## src/rtl/rs_encoder_param.sv

```systemverilog
// Systematic Reed-Solomon encoder over GF(2^M) with valid/ready streams on both sides.
// Data symbols pass through; NPAR parity symbols follow, highest degree first.
module rs_encoder_param #(
    parameter int unsigned M    = 8,
    parameter logic [M:0]  PRIM = 9'h11D,
    parameter int unsigned NPAR = 6,
    parameter int unsigned FCR  = 1
) (
    input  logic         clk,
    input  logic         rst,
    input  logic         s_valid,
    output logic         s_ready,
    input  logic [M-1:0] s_data,
    input  logic         s_last,
    output logic         m_valid,
    input  logic         m_ready,
    output logic [M-1:0] m_data,
    output logic         m_parity,
    output logic         m_last,
    output logic         busy,
    output logic         err_len
);

    localparam int unsigned KMAX = (1 << M) - 1 - NPAR;
    localparam logic [M-1:0] KMAX_W = M'(KMAX);
    localparam int unsigned PW = (NPAR > 1) ? $clog2(NPAR) : 1;
    localparam logic [PW-1:0] PLAST = PW'(NPAR - 1);

    function automatic logic [M-1:0] gf_mul(input logic [M-1:0] a, input logic [M-1:0] b);
        logic [M-1:0] p;
        logic [M-1:0] aa;
        p  = '0;
        aa = a;
        for (int unsigned i = 0; i < M; i++) begin
            if (b[i]) p = p ^ aa;
            if (aa[M-1]) aa = (aa << 1) ^ PRIM[M-1:0];
            else         aa = aa << 1;
        end
        return p;
    endfunction

    // Expands prod (x + alpha^(FCR+i)); the monic top coefficient is dropped.
    function automatic logic [NPAR-1:0][M-1:0] gen_poly();
        logic [NPAR:0][M-1:0] g;
        logic [M-1:0]         root;
        g    = '0;
        g[0] = M'(1);
        root = M'(1);
        for (int unsigned i = 0; i < FCR; i++) root = gf_mul(root, M'(2));
        for (int unsigned i = 0; i < NPAR; i++) begin
            for (int unsigned j = NPAR; j >= 1; j--) g[j] = g[j-1] ^ gf_mul(g[j], root);
            g[0] = gf_mul(g[0], root);
            root = gf_mul(root, M'(2));
        end
        return g[NPAR-1:0];
    endfunction

    localparam logic [NPAR-1:0][M-1:0] G = gen_poly();

    typedef enum logic [1:0] {S_IDLE, S_DATA, S_PARITY} state_t;

    state_t                state_q, state_d;
    logic [NPAR-1:0][M-1:0] r_q, r_d, r_upd, r_shift;
    logic [M-1:0]          cnt_q, cnt_d, cnt_inc;
    logic [PW-1:0]         pcnt_q, pcnt_d;
    logic [M-1:0]          o_data_q, o_data_d;
    logic                  o_valid_q, o_valid_d;
    logic                  o_par_q, o_par_d;
    logic                  o_last_q, o_last_d;
    logic                  err_q, err_d;
    logic                  slot, xfer;
    logic [M-1:0]          fb;

    always_comb begin
        slot    = !o_valid_q || m_ready;
        s_ready = slot && (state_q != S_PARITY);
        xfer    = s_valid && s_ready;
        cnt_inc = cnt_q + 1'b1;

        fb       = r_q[NPAR-1] ^ s_data;
        r_upd[0] = gf_mul(fb, G[0]);
        r_shift[0] = '0;
        for (int unsigned i = 1; i < NPAR; i++) begin
            r_upd[i]   = r_q[i-1] ^ gf_mul(fb, G[i]);
            r_shift[i] = r_q[i-1];
        end

        state_d   = state_q;
        r_d       = r_q;
        cnt_d     = cnt_q;
        pcnt_d    = pcnt_q;
        o_data_d  = o_data_q;
        o_valid_d = o_valid_q;
        o_par_d   = o_par_q;
        o_last_d  = o_last_q;
        err_d     = err_q;

        // A free slot with nothing new to load means the held symbol was consumed.
        if (slot) o_valid_d = 1'b0;

        unique case (state_q)
            S_IDLE: begin
                if (xfer) begin
                    o_data_d  = s_data;
                    o_valid_d = 1'b1;
                    o_par_d   = 1'b0;
                    o_last_d  = 1'b0;
                    r_d       = r_upd;
                    cnt_d     = M'(1);
                    if (s_last) begin
                        state_d = S_PARITY;
                    end else if (KMAX_W == M'(1)) begin
                        state_d = S_PARITY;
                        err_d   = 1'b1;
                    end else begin
                        state_d = S_DATA;
                    end
                end
            end
            S_DATA: begin
                if (xfer) begin
                    o_data_d  = s_data;
                    o_valid_d = 1'b1;
                    o_par_d   = 1'b0;
                    o_last_d  = 1'b0;
                    r_d       = r_upd;
                    cnt_d     = cnt_inc;
                    if (s_last) begin
                        state_d = S_PARITY;
                    end else if (cnt_inc == KMAX_W) begin
                        state_d = S_PARITY;
                        err_d   = 1'b1;
                    end
                end
            end
            S_PARITY: begin
                if (slot) begin
                    o_data_d  = r_q[NPAR-1];
                    o_valid_d = 1'b1;
                    o_par_d   = 1'b1;
                    o_last_d  = 1'b0;
                    r_d       = r_shift;
                    pcnt_d    = pcnt_q + 1'b1;
                    if (pcnt_q == PLAST) begin
                        o_last_d = 1'b1;
                        r_d      = '0;
                        cnt_d    = '0;
                        pcnt_d   = '0;
                        state_d  = S_IDLE;
                    end
                end
            end
            default: state_d = S_IDLE;
        endcase
    end

    always_ff @(posedge clk) begin
        if (rst) begin
            state_q   <= S_IDLE;
            r_q       <= '0;
            cnt_q     <= '0;
            pcnt_q    <= '0;
            o_data_q  <= '0;
            o_valid_q <= 1'b0;
            o_par_q   <= 1'b0;
            o_last_q  <= 1'b0;
            err_q     <= 1'b0;
        end else begin
            state_q   <= state_d;
            r_q       <= r_d;
            cnt_q     <= cnt_d;
            pcnt_q    <= pcnt_d;
            o_data_q  <= o_data_d;
            o_valid_q <= o_valid_d;
            o_par_q   <= o_par_d;
            o_last_q  <= o_last_d;
            err_q     <= err_d;
        end
    end

    assign m_valid  = o_valid_q;
    assign m_data   = o_data_q;
    assign m_parity = o_par_q;
    assign m_last   = o_last_q;
    assign busy     = (state_q != S_IDLE);
    assign err_len  = err_q;

endmodule

```

## config.mk

```make
export PLATFORM = sky130hd
export DESIGN_NAME = rs_encoder_param
export DESIGN_NICKNAME = d
export VERILOG_FILES = /design/src/rtl/rs_encoder_param.sv
export SDC_FILE = /design/constraint.sdc
export NUM_CORES = 1
export LEC_CHECK = 0
export CAP_MARGIN = 20
export CORE_MARGIN = 2
export CORE_UTILIZATION = 47
export DETAILED_ROUTE_END_ITERATION = 10
export PLACE_DENSITY = 0.68
export SETUP_SLACK_MARGIN = 0.4
export SLEW_MARGIN = 15
export SYNTH_ARGS = -nofsm -noshare
export SYNTH_HDL_FRONTEND = slang
export SYNTH_SLANG_ARGS = --single-unit
```

## constraint.sdc

```tcl
create_clock -name clk -period 2.5 [get_ports clk]
set_input_delay 0.375 -clock clk [delete_from_list [all_inputs] [get_ports clk]]
set_output_delay 0.375 -clock clk [all_outputs]
set_load 0.02 [all_outputs]
```

; ---- Word level (Yosys, flattened, before mapping)
; Index checks and enable logic that the tools add are counted.
[totals]
ff_bits = 73
latch_bits = 0
mem_bits_rw = 0
rom_bits = 0
input_bits = 13
elab_cells = 108
memories = 0
[op_classes]
n_addsub = 2
multipliers = 0
n_div = 0
magnitude_cmp = 0
n_eq_ne = 11
shift = 0
muxes = 38
bitwise = 29
n_reduce_logical = 14
[op_table]
columns = op, count
row1 = bitwise XOR 8 bit, 21
row2 = two-way mux 48 bit, 3
row3 = case mux 48 bit (2 select lines), 1
row4 = two-way mux 8 bit, 6
row5 = two-way mux 5 bit, 7
row6 = NOT 4 bit, 7
row7 = case mux 8 bit (3 select lines), 1
row8 = case mux 8 bit (2 select lines), 1
row9 = two-way mux 2 bit, 7
row10 = "!= test 2 bit, second input constant", 5
row11 = AND reduction 5 bit, 2
row12 = "adder 8 x 1 -> 8 bit, second input constant", 1
row13 = "== test 8 bit, second input constant", 1
row14 = two-way mux 1 bit, 7
row15 = case mux 1 bit (2 select lines), 3
row16 = case mux 2 bit (3 select lines), 1
row17 = AND reduction 4 bit, 1
row18 = nonzero test 2 bit, 2
row19 = "adder 3 x 1 -> 3 bit, second input constant", 1
row20 = "== test 3 bit, second input constant", 1
row21 = two-way mux 3 bit, 1
row22 = "!= test 3 bit, second input constant", 1
row23 = AND reduction 3 bit, 1
row24 = nonzero test 3 bit, 1
row25 = 10 further kinds, 11

; ---- Depth between registers and ports, before layout
; Gate-level depths: netlist of run 1.
[depth]
word_depth = 19
depth_mapped = 11

; ---- Least setup slack after synthesis of run 1
; Ideal clock, no wire load.
[synth_timing]
kind = register -> register
startpoint = reg r_q[40] (netlist name)
endpoint = reg r_q[28] (netlist name)
setup_time_ns = 0.117
t_arrival_ns = 2.231
required_time_ns = 2.383
slack_ns = 0.151
path_stages_with_launch = 8
path_buffers = 0
period_less_slack_ns = 2.349
cell_sequence = dfxtp_1 xor2_4 xnor3_2 xor3_1 xnor2_1 nor2_1 xor2_1 a32o_1
[synth_between]
elab_chain_cells = 13
[synth_lines]
columns = item, line
row1 = start: declaration, 63  ; logic [NPAR-1:0][M-1:0] r_q, r_d, r_upd, r_shift;
row2 = start signal: assignment, 170  ; r_q <= r_d;
row3 = bitwise XOR 8 bit *, 80  ; fb = r_q[NPAR-1] ^ s_data;
row4 = two-way mux 5 bit *, 36  ; if (aa[M-1]) aa = (aa << 1) ^ PRIM[M-1:0];
row5 = NOT 4 bit (no source line), n/a
row6 = two-way mux 5 bit *, 36
row7 = NOT 4 bit (no source line), n/a
row8 = two-way mux 5 bit *, 36
row9 = NOT 4 bit (no source line), n/a
row10 = two-way mux 5 bit *, 36
row11 = bitwise XOR 8 bit * (2 in a row), 35  ; if (b[i]) p = p ^ aa;
row12 = bitwise XOR 8 bit *, 84  ; r_upd[i] = r_q[i-1] ^ gf_mul(fb, G[i]);
row13 = two-way mux 48 bit *, "103, 121"
row14 = case mux 48 bit (2 select lines) *, 101  ; unique case (state_q)
; Every way passes the cells marked *; elsewhere a longest branch is shown, timed or not. The select of a mux whose other input is x is not followed.
; A chain may end at the register's enable or synchronous reset.

; ---- Worst setup path in the final report of run 1
[layout_timing]
startpoint = reg r_q[43] (netlist name)
endpoint = reg r_q[47] (netlist name)
[layout_between]
elab_chain_cells = 9
[layout_lines]
columns = item, line
row1 = bitwise XOR 8 bit *, 80
row2 = NOT 4 bit (no source line), n/a
row3 = two-way mux 5 bit *, 36
row4 = bitwise XOR 8 bit * (3 in a row), 35
row5 = bitwise XOR 8 bit *, 84
row6 = two-way mux 48 bit *, "103, 121"
row7 = case mux 48 bit (2 select lines) *, 101
; Marks and branches as above.

==> results.json, run 1 <==
{
  "status": "finished, final reports clean",
  "synthArstFlopShare_pct": 0,
  "die_y_microns": 99.1,
  "drt_wl_total_mm": 11.2,
  "grt_pass1_vias": 3632,
  "syn-cell-area_sq_um": 4250,
  "hold_path_class": "in2reg",
  "grt.met2_usage_pct": 37.5,
  "synthDistinctLibCells": 47,
  "area_growth_pct": 37.7,
  "fin_nets": 579,
  "overflow": 0,
  "regArea_sq_um": 1500,
  "cts_tree": "yes",
  "rsz0062_at_grt": "yes",
  "fin_crit_ps": 2260,
  "fin_crit_sh_pct": 90.5,
  "use_met1_pct": 30.9,
  "clockRootBuffer": "clkbuf_8",
  "crit_arrival_ps": 2530,
  "first_pass_iters": 5,
  "core_area_sq_um": 8760,
  "met3_usage_pct": 3.33,
  "die_w_microns": 99.1,
  "path_max_fanout": 3,
  "ant_nets": 0,
  "fin_ws_ps": 238,
  "grt_max_degree": 68,
  "wl_per_cell_microns": 16.6,
  "antennaDiodeCount": 0,
  "hold-worst-slack_ps": 434,
  "final_core_util_pct": 66.7,
  "route.vias.total": 3718,
  "yosys_warnings": 0,
  "post_route_cells_drive_above_1_share_pct": 29.9,
  "clock_path_buffers": 2,
  "clkSinkCount": 73,
  "grt_pass1_wl_mm": 18.0,
  "path_clk_slew_ps": 80,
  "synth-main-ff-cell": "dfxtp_1",
  "clk_latency_ps": 350,
  "synth_edf_count": 0,
  "worstSetupPathType": "reg2reg",
  "synthesis.nets": 491,
  "worst-slew-pin-transition_ps": 525,
  "setup.worst_path.end_class": "flip-flop",
  "finClkSkew_ps": 9.59,
  "drc_errors": 0,
  "cp_data_required_time_ps": 2760,
  "top_usage_layer": "met2",
  "first_iter_violations": 131,
  "htree_num_levels": 3,
  "report.final.setup_viol": 0,
  "drv_cap": 0,
  "seq_area_frac_synth_pct": 34.4,
  "slew_headroom_pct": 65.0,
  "hold_viol_final": 0,
  "syn_area_per_cell_sq_um": 9.00,
  "ioPinCount": 27,
  "fmaxAchievable_mhz": 442,
  "pre_cts_ws_ps": -288,
  "start_kind": "flip-flop",
  "port_buffers": 26,
  "cts_buffers": 9,
  "die-area_sq_um": 9820,
  "multi_input_comb_area_sq_um": 3030,
  "fill_cells": 667,
  "final_common_cell": "nor2_1",
  "gp_congestion": 0.823,
  "layout_common_cells": "nor2_1 (85), buf_4 (62), dfxtp_1 (58)",
  "ys_ff_latch": 73,
  "row_count": 34,
  "vias_per_cell": 5.52,
  "start_util_pct": 48.5,
  "drv_slew": 0,
  "antenna_found_initial": 0,
  "synth_cells": 472,
  "hpwlAfterDp_mm": 6.96,
  "track_usage_pct": 22.8
}
-- stage by stage --
stage / setup TNS, ps / instances / cell area, sq um
CTS: 0 / 657 / 5510
global route: 0 / 673 / 5850
floorplan: 0 / 472 / 4310
detailed placement: -2540 / 625 / 4990
global placement: -2050 / 625 / 4990
finish: 0 / 673 / 5850
-- critical path: stages, from the launching register on --
cell	delay, ps
dfxtp_4	360
xor2_2	180
xnor3_1	450
xnor3_2	450
xnor2_1	170
or3_1	320
a311oi_1	240
-- routing by layer --
metal,share of wire [%],routed length (microns)
met5,0,0
met4,1.6,182
met3,4.4,493
met2,49,5480
met1,45,5030
-- repair_timing --
item,4_1_cts,5_1_grt
endpoints found under the setup margin,32,68
resized for setup,50,49
setup buffers,16,16
pin swaps,19,33
cloned,0,0
hold buffers,0,0
-- final timing paths --
path | depth (start not counted) | slack (ps) | to | from
max | 6 | 240 | r_q[47] | r_q[43]
min | 2 | 430 | cnt_q[4] | rst
max reg2reg | 6 | 240 | r_q[47] | r_q[43]
min reg2reg | 2 | 460 | m_parity | m_parity
-- cell usage after synthesis (4+ instances only) --
cell type / number / area (sq um)
nor2_1: 87 / 327
a22oi_1: 28 / 210
inv_1: 7 / 26.3
mux2i_1: 10 / 100
xnor2_2: 6 / 97.6
o21ai_0: 12 / 60.1
o311ai_0: 7 / 61.3
ha_1: 6 / 75.1
o211ai_1: 10 / 75.1
xnor2_1: 36 / 315
nand2b_1: 5 / 31.3
a21oi_1: 16 / 80.1
a211oi_1: 10 / 75.1
or3_1: 11 / 68.8
xor2_1: 37 / 324
nand3_1: 9 / 45.0
dfxtp_1: 73 / 1460
nand2_1: 17 / 63.8
xnor3_2: 4 / 95.1
nor3_1: 6 / 30.0
clkbuf_1: 30 / 113
-- sequential cells by signal, summed over array words and instances (netlist names) --
register / flops
cnt_q: 8
err_len: 1
m_data: 8
m_last: 1
m_parity: 1
m_valid: 1
pcnt_q: 3
r_q: 48
state_q: 2
-- cells by family after synthesis --
logic type | after synthesis | synth area share (%)
xor+xnor | 93 | 25.2
mux | 10 | 2.36
buf+inv | 39 | 3.45
fa+ha+maj | 6 | 1.77
compound gates | 101 | 16.9
flops | 73 | 34.4
simple gates | 150 | 15.9
-- cell type report --
type | count | area share (%)
clock buffers | 9 | 2.12
clock inverters | 7 | 1.22
inverters | 8 | 0.513
multi-input cells | 360 | 51.7
flip-flops and latches | 73 | 25.7
well taps | 108 | 2.31
repair buffers | 108 | 16.4
Power of run 1 is not shown: default switching activity piles up to over one toggle a cycle in this logic, so the estimate is an artifact.
==> inputs of run 2 (changes only) <==
--- a/config.mk
+++ b/config.mk
@@ -8,6 +8,7 @@
 export CAP_MARGIN = 20
 export CORE_MARGIN = 2
 export CORE_UTILIZATION = 47
+export CTS_CLUSTER_DIAMETER = 60
 export DETAILED_ROUTE_END_ITERATION = 10
 export PLACE_DENSITY = 0.68
 export SETUP_SLACK_MARGIN = 0.4
==> results of run 2 <==
No change in the layout: final DEF, timing and power equal those of run 1.
Power of run 2 is left out for the same reason.
